===== config.mk =====
export PLATFORM = sky130hd
export DESIGN_NAME = execute_memory_skid_register
export DESIGN_NICKNAME = d
export VERILOG_FILES = /design/src/rtl/execute_memory_skid_register_pkg.sv /design/src/rtl/execute_memory_skid_register_skid.sv /design/src/rtl/execute_memory_skid_register.sv
export SDC_FILE = /design/constraint.sdc
export NUM_CORES = 1
export LEC_CHECK = 0
export CORE_MARGIN = 5
export CORE_UTILIZATION = 48
export DETAILED_ROUTE_END_ITERATION = 10
export GPL_TIMING_DRIVEN = 0
export PLACE_DENSITY = 0.78
export SYNTH_ARGS = -nofsm -noshare
export SYNTH_HDL_FRONTEND = slang
export SYNTH_SLANG_ARGS = --single-unit

===== constraint.sdc =====
create_clock -name clk_i -period 9.45 [get_ports clk_i]
set_clock_uncertainty 0.15 [all_clocks]
set_input_delay 1.89 -clock clk_i [delete_from_list [all_inputs] [get_ports clk_i]]
set_output_delay 1.89 -clock clk_i [all_outputs]
set_load 0.1 [all_outputs]

===== src/rtl/execute_memory_skid_register_pkg.sv =====
// execute_memory_skid_register_pkg: shared FSM encoding, default widths and EX/MEM payload types
package execute_memory_skid_register_pkg;
    localparam int XLEN_DEF       = 32;
    localparam int REG_ADDR_W_DEF = 5;

    typedef enum logic [1:0] {
        ST_EMPTY = 2'd0,
        ST_BUSY  = 2'd1,
        ST_FULL  = 2'd2
    } skid_state_e;

    typedef struct packed {
        logic [2:0] funct3;
        logic       mem_read;
        logic       mem_write;
        logic       mem_to_reg;
        logic       reg_write;
        logic       jump;
    } em_ctrl_t;

    typedef struct packed {
        logic [XLEN_DEF-1:0]       alu_result;
        logic [XLEN_DEF-1:0]       store_data;
        logic [XLEN_DEF-1:0]       pc_plus4;
        logic [REG_ADDR_W_DEF-1:0] rd;
        em_ctrl_t                  ctrl;
    } em_payload_t;
endpackage


===== src/rtl/execute_memory_skid_register_skid.sv =====
// pipe_skid_buffer: generic two-entry skid buffer (main drives output, skid absorbs one op of backpressure)
module pipe_skid_buffer
    import execute_memory_skid_register_pkg::*;
#(
    parameter int W = 8
) (
    input  logic         i_clk,
    input  logic         i_rst,
    input  logic         i_flush,
    input  logic         i_valid,
    output logic         o_ready,
    input  logic [W-1:0] i_data,
    output logic         o_valid,
    input  logic         i_ready,
    output logic [W-1:0] o_data
);
    skid_state_e r_state, w_state_next;
    logic [W-1:0] r_main, r_skid, w_main_next, w_skid_next;
    logic         w_accept, w_drain;

    // ready comes straight from the state register, so it never depends on i_ready
    assign o_valid  = (r_state == ST_BUSY) || (r_state == ST_FULL);
    assign o_ready  = r_state != ST_FULL;
    assign o_data   = r_main;
    assign w_accept = i_valid && o_ready;
    assign w_drain  = o_valid && i_ready;

    always_comb begin
        w_state_next = r_state;
        w_main_next  = r_main;
        w_skid_next  = r_skid;
        case (r_state)
            ST_EMPTY: if (w_accept) begin
                w_state_next = ST_BUSY;
                w_main_next  = i_data;
            end
            ST_BUSY: if (w_accept && w_drain) begin
                w_main_next = i_data;
            end else if (w_accept) begin
                w_state_next = ST_FULL;
                w_skid_next  = i_data;
            end else if (w_drain) begin
                w_state_next = ST_EMPTY;
            end
            ST_FULL: if (w_drain) begin
                w_state_next = ST_BUSY;
                w_main_next  = r_skid;
            end
            default: w_state_next = ST_EMPTY;
        endcase
        if (i_flush) w_state_next = ST_EMPTY;
    end

    always_ff @(posedge i_clk or posedge i_rst) begin
        if (i_rst) begin
            r_state <= ST_EMPTY;
            r_main  <= '0;
            r_skid  <= '0;
        end else begin
            r_state <= w_state_next;
            r_main  <= w_main_next;
            r_skid  <= w_skid_next;
        end
    end
endmodule


===== src/rtl/execute_memory_skid_register.sv =====
// execute_memory_skid_register: EX->MEM skid register with EX/MEM forwarding and load-use detection
// Define PIPE_PERF_CNT_EN to add saturating stall/bubble/flush counters.
module execute_memory_skid_register
    import execute_memory_skid_register_pkg::*;
#(
    parameter int XLEN       = XLEN_DEF,
    parameter int REG_ADDR_W = REG_ADDR_W_DEF
`ifdef PIPE_PERF_CNT_EN
    ,
    parameter int CNT_W      = 32
`endif
) (
    input  logic                  clk_i,
    input  logic                  rst_i,
    input  logic                  flush_i,
    input  logic                  ex_valid_i,
    output logic                  ex_ready_o,
    input  logic [XLEN-1:0]       alu_result_i,
    input  logic [XLEN-1:0]       store_data_i,
    input  logic [XLEN-1:0]       pc_plus4_i,
    input  logic [REG_ADDR_W-1:0] rd_i,
    input  logic [2:0]            funct3_i,
    input  logic                  mem_read_i,
    input  logic                  mem_write_i,
    input  logic                  mem_to_reg_i,
    input  logic                  reg_write_i,
    input  logic                  jump_i,
    output logic                  em_valid_o,
    input  logic                  em_ready_i,
    output logic [XLEN-1:0]       em_alu_result_o,
    output logic [XLEN-1:0]       em_store_data_o,
    output logic [XLEN-1:0]       em_pc_plus4_o,
    output logic [REG_ADDR_W-1:0] em_rd_o,
    output logic [2:0]            em_funct3_o,
    output logic                  em_mem_read_o,
    output logic                  em_mem_write_o,
    output logic                  em_mem_to_reg_o,
    output logic                  em_reg_write_o,
    output logic                  em_jump_o,
    input  logic [REG_ADDR_W-1:0] de_rs1_i,
    input  logic [REG_ADDR_W-1:0] de_rs2_i,
    output logic                  fwd_valid_o,
    output logic [REG_ADDR_W-1:0] fwd_rd_o,
    output logic [XLEN-1:0]       fwd_data_o,
    output logic                  load_use_o
`ifdef PIPE_PERF_CNT_EN
    ,
    output logic [CNT_W-1:0]      stall_cnt_o,
    output logic [CNT_W-1:0]      bubble_cnt_o,
    output logic [CNT_W-1:0]      flush_cnt_o
`endif
);
    localparam int PW = 3 * XLEN + REG_ADDR_W + $bits(em_ctrl_t);

    em_ctrl_t        w_in_ctrl, w_out_ctrl;
    logic [PW-1:0]   w_in_payload, w_out_payload;

    // x0 is never written, so it must never look like a forwarding source
    assign w_in_ctrl = '{
        funct3:     funct3_i,
        mem_read:   mem_read_i,
        mem_write:  mem_write_i,
        mem_to_reg: mem_to_reg_i,
        reg_write:  reg_write_i && (rd_i != '0),
        jump:       jump_i
    };
    assign w_in_payload = {alu_result_i, store_data_i, pc_plus4_i, rd_i, w_in_ctrl};

    pipe_skid_buffer #(.W(PW)) u_skid (
        .i_clk   (clk_i),
        .i_rst   (rst_i),
        .i_flush (flush_i),
        .i_valid (ex_valid_i),
        .o_ready (ex_ready_o),
        .i_data  (w_in_payload),
        .o_valid (em_valid_o),
        .i_ready (em_ready_i),
        .o_data  (w_out_payload)
    );

    assign {em_alu_result_o, em_store_data_o, em_pc_plus4_o, em_rd_o, w_out_ctrl} = w_out_payload;
    assign em_funct3_o     = w_out_ctrl.funct3;
    assign em_mem_read_o   = w_out_ctrl.mem_read;
    assign em_mem_write_o  = w_out_ctrl.mem_write;
    assign em_mem_to_reg_o = w_out_ctrl.mem_to_reg;
    assign em_reg_write_o  = w_out_ctrl.reg_write;
    assign em_jump_o       = w_out_ctrl.jump;

    assign fwd_valid_o = em_valid_o && em_reg_write_o;
    assign fwd_rd_o    = em_rd_o;
    assign fwd_data_o  = em_jump_o ? em_pc_plus4_o : em_alu_result_o;
    assign load_use_o  = em_valid_o && em_mem_read_o && (em_rd_o != '0) &&
                         ((em_rd_o == de_rs1_i) || (em_rd_o == de_rs2_i));

`ifdef PIPE_PERF_CNT_EN
    logic [CNT_W-1:0] r_stall_cnt, r_bubble_cnt, r_flush_cnt;

    always_ff @(posedge clk_i or posedge rst_i) begin
        if (rst_i) begin
            r_stall_cnt  <= '0;
            r_bubble_cnt <= '0;
            r_flush_cnt  <= '0;
        end else begin
            if (ex_valid_i && !ex_ready_o && r_stall_cnt != '1) r_stall_cnt <= r_stall_cnt + CNT_W'(1);
            if (!em_valid_o && em_ready_i && r_bubble_cnt != '1) r_bubble_cnt <= r_bubble_cnt + CNT_W'(1);
            if (flush_i && r_flush_cnt != '1) r_flush_cnt <= r_flush_cnt + CNT_W'(1);
        end
    end

    assign stall_cnt_o  = r_stall_cnt;
    assign bubble_cnt_o = r_bubble_cnt;
    assign flush_cnt_o  = r_flush_cnt;
`endif
endmodule


# Word-level counts from Yosys, hierarchy flattened
# Cells that the tools add are included.
[word_totals] in_bits=124 ff_bits=220 wordCells=45 output_inout_bits=150
[classes] n_eq_ne=12 bitwise_logic=1 mux=12 reduce_logical=17
[ops] cell="109-bit 2-to-1 mux" n=3
[ops] cell="109-bit one-hot mux with 3 select lines" n=1
[ops] cell="32-bit 2-to-1 mux" n=1
[ops] cell="2-bit 2-to-1 mux" n=6
[ops] cell="5-bit equality test" n=2
[ops] cell="5-bit nonzero test" n=2
[ops] cell="1-bit logical AND" n=8
[ops] cell="4-bit AND reduction" n=2
[ops] cell="3-bit by 2-bit != test with 1-bit output, second input constant" n=2
[ops] cell="2-bit one-hot mux with 3 select lines" n=1
[ops] cell="2-bit by 1-bit != test with 1-bit output, second input constant" n=2
[ops] cell="2-bit != test, second input constant" n=2
[ops] cell="4-bit by 2-bit != test with 1-bit output, second input constant" n=1
[ops] cell="3-bit != test, second input constant" n=1
[ops] cell="3-bit AND reduction" n=1
[ops] cell="3-bit nonzero test" n=1
[ops] cell="2-bit by 1-bit equality test with 1-bit output, second input constant" n=1
[ops] cell="2-bit equality test, second input constant" n=1
[ops] cell="2-bit logical NOT" n=1
[ops] cell="1-bit logical OR" n=2
[ops] cell="1-bit NOT" n=1

# Longest topological paths before layout
[logic_depth] word_depth=8 depth_mapped=9 ltp_nobuf=6

# By module
# From an unflattened synthesis, not the netlist that was laid out.
[unflattened] cells_unflattened=817 area_unflattened_um2=10188.5
[by_module_without_submodules] module="pipe_skid_buffer" cells_per_inst=756 n_inst=1 area_per_inst_um2=9618.0 seq_area_each_um2=5505.3
[by_module_without_submodules] module="execute_memory_skid_register" cells_per_inst=61 n_inst=1 area_per_inst_um2=570.5 seq_area_each_um2=0.0

# Worst setup path after synthesis
# No wires, ideal clock.
[synth_timing] kind="input -> output" start="input port de_rs1_i[2]" end="output port load_use_o" path_stages=4 path_buffers=0 slack_ps=3614 arrival_time_ps=3796 required_time_ps=7410 cell_sequence="xor2_1 nor3_1 nand3_1 a21oi_1"
[synth_via] elab_chain_len=3
[synth_rtl] element="start: declaration" line="execute_memory_skid_register.sv:40" source="input logic [REG_ADDR_W-1:0] de_rs1_i,"
[synth_rtl] element="5-bit equality test" line="execute_memory_skid_register.sv:93" source="((em_rd_o == de_rs1_i) || (em_rd_o == de_rs2_i));"
[synth_rtl] element="1-bit logical OR" line="execute_memory_skid_register.sv:93"
[synth_rtl] element="1-bit logical AND" line="execute_memory_skid_register.sv:92" source="assign load_use_o = em_valid_o && em_mem_read_o && (em_rd_o != '0) &&"
[synth_rtl] element="end: declaration" line="execute_memory_skid_register.sv:45" source="output logic load_use_o"
# No other way between the ends.

# Worst setup path after layout
[layout_timing] start="input port de_rs2_i[1]" end="output port load_use_o"
[layout_via] elab_chain_len=3
[layout_rtl] element="start: declaration" line="execute_memory_skid_register.sv:41" source="input logic [REG_ADDR_W-1:0] de_rs2_i,"
[layout_rtl] element="5-bit equality test" line="execute_memory_skid_register.sv:93"
[layout_rtl] element="1-bit logical OR" line="execute_memory_skid_register.sv:93"
[layout_rtl] element="1-bit logical AND" line="execute_memory_skid_register.sv:92"
# No other way between the ends.

==> run_results.csv <==
group,metric,value,unit
run_status,outcome,"finished, final reports clean",
cts,clk_latency,500,ps
yosys,synth_top_area_share,56.4,%
cts,cts.sink_count,220,
detailed_routing,drc,0,
detailed_routing,drt-initial-drc-count,366,
global_routing,grt_antenna_before_repair,3,
critical_path,critPathKind,"primary input to output port",
yosys,synth_fp_nets,924,
cts,hold_buffers,0,
sta,relSlewSlack,28.7,%
critical_path,cp.arrival,4090,ps
detailed_routing,antenna_left,0,
critical_path,cp-end-kind,"output port",
sta,whs,352,ps
yosys,post-synth-top-area-cell,"dfrtp_1",
floorplanning,rows,52,
cts,cts_buffer_depth,3,
yosys,syn-instance-count,796,
cts,post_cts_buffers,0,
yosys,synth_area,9750,um^2
sta,tns,0,ps
global_routing,grt_max_degree,129,
final_layout,area_delta_synth_final,40.2,%
sta,finalHoldViolations,0,
floorplanning,core,20100,um^2
detailed_routing,drt_pre_antenna_iters,4,
yosys,ys_types,30,
cts,post_cts_resized,0,
global_routing,globalRoute.totalOverflow,0,
critical_path,rr_worst_depth,8,
yosys,ys_seq_area_share,56.4,%
sta,fin_crit_sh,64.9,%
critical_path,cp-start-kind,"primary input",
sta,rsz0062_at_grt,"no",
hold_path,hold-path-cell-count,1,
final_layout,fin_util,68.0,%
placement,hpwl,19500,um
detailed_routing,vias,7298,
floorplanning,initial_utilization,48.5,%
floorplanning,io_pins,274,
placement,io_buffers,273,
global_routing,grt_usage,23.0,%
sta,worst_slew_pin_slew,1070,ps
final_layout,drive_above_1_share,19.6,%
detailed_routing,viasPerCell,5.27,
sta,max_freq,163,MHz
cts,clkTransAtPathRegs,60,ps
critical_path,critPathMaxFanout,1,
cts,cts_tree,"yes",
cts,cts-htree-levels,1,
sta,min_period,6130,ps
detailed_routing,wire_per_inst,19.9,um
yosys,yosysWarnings,0,
floorplanning,fp.dieW,153,um
sta,slew_violations,0,
yosys,synth_area_leaders,"dfrtp_1 56%, mux2_2 16%, mux2i_1 11%, a21oi_1 5.6%, nor2_1 4.3%",
sta,setup_viol,0,
global_routing,grt_pass1_vias,7615,
final_layout,fin_nets,1224,
final_layout,mostFrequentLayoutCell,"clkdlybuf4s50_1",
yosys,syn_avg_cell_area,12.3,um^2
cts,numCtsBuffers,24,
critical_path,cp.required,7410,ps
detailed_routing,wirelength,27500,um
hold_path,hold_path_class,"register to register",
final_layout,instances_no_fill,1384,
placement,place_inst,1340,
flow_run,max_cap_viol_count,0,
floorplanning,die_h,153,um
yosys,ys_ff_latch,220,
placement,gp_congestion,0.878,
floorplanning,die-area,23300,um^2
global_routing,grt_pass1_wl,42800,um
cts,clock-root-buffer,"clkbuf_16",
final_layout,final_cell_mix,"273 x clkdlybuf4s50_1, 220 x dfrtp_1, 140 x mux2_2",
-- Yosys cell counts --
library cell  instances
a2111oi_1             1
a211o_1               1
a21boi_0              1
a21oi_1             110
a311oi_1              1
a31oi_1               1
a32oi_1               1
and2_1                1
and3b_1               1
buf_2                29
buf_4                 8
clkbuf_1             21
dfrtp_1             220
ha_1                  4
inv_1                 4
mux2_2              140
mux2i_1             108
nand2_1               8
nand3_1               3
nand3b_1              1
nor2_1              112
nor3_1                3
o211ai_1              1
o21ai_0               2
o21ba_2               1
o21bai_1              1
or3b_1                1
or4_1                 1
xnor2_1               4
xor2_1                6
-- final cells by class --
cell class / count / area [um^2]
fill: 1522 / 6430
sequential: 220 / 5510
multi-input combinational: 514 / 3950
timing repair buffer: 274 / 2760
clock buffer: 36 / 727
tap: 270 / 338
buffer: 58 / 284
clock inverter: 7 / 88.8
inverter: 4 / 22.5
antenna: 1 / 2.50
-- worst paths after layout --
kind / startpoint / end / slack [ps]
max in group asynchronous: rst_i / u_skid.o_data[5]$_DFFE_PP0P_ / 6400
min in group asynchronous: rst_i / u_skid.r_skid[65]$_DFFE_PP0P_ / 1800
min: u_skid.r_skid[45]$_DFFE_PP0P_ / u_skid.r_skid[45]$_DFFE_PP0P_ / 350
min reg2reg: u_skid.r_skid[45]$_DFFE_PP0P_ / u_skid.r_skid[45]$_DFFE_PP0P_ / 350
max: de_rs2_i[1] / load_use_o / 3320
max reg2reg: u_skid.r_state[0]$_DFFE_PP0P_ / u_skid.r_skid[11]$_DFFE_PP0P_ / 6500
-- stage by stage --
step / setup WS [ps] / area [um^2]
finish: 3320 / 13700
detailed placement: 3300 / 12900
CTS: 3300 / 13700
global placement: -1560 / 12800
global route: 3270 / 13700
floorplan: 1390 / 9750
-- sequential cells by signal, summed over array words and instances (netlist names) --
register	cells
u_skid.o_data	109
u_skid.r_skid	109
u_skid.r_state	2
-- worst max-delay path, stage by stage --
cell and delay, ps:
clkdlybuf4s50_1 420, xor2_1 140, nor3_1 230, nand3_1 120, a21oi_1 140, clkdlybuf4s50_1 1140
-- per-layer routing --
| metal | up-vias | share of wire (%) | track usage (%) |
|---|---|---|---|
| met5 | - | 0.098 | 0 |
| met4 | 4 | 2.7 | 6.66 |
| met3 | 51 | 5.7 | 4.91 |
| met2 | 208 | 49 | 39.2 |
| met1 | 3636 | 42 | 29.8 |
| li1 | 3399 | - | - |
-- kinds of logic after synthesis --
logic type / count (synthesis) / synth area share [%]
AOI/OAI and AO/OA: 121 / 6.52
buffers and inverters: 62 / 3.07
muxes: 248 / 27.2
adders and majority gates: 4 / 0.513
and+or+nand+nor: 131 / 5.32
DFF: 220 / 56.4
xor gates and xnor gates: 10 / 0.898
Power is not shown: default switching activity piles up to over one toggle a cycle in this logic, so the estimate is an artifact.
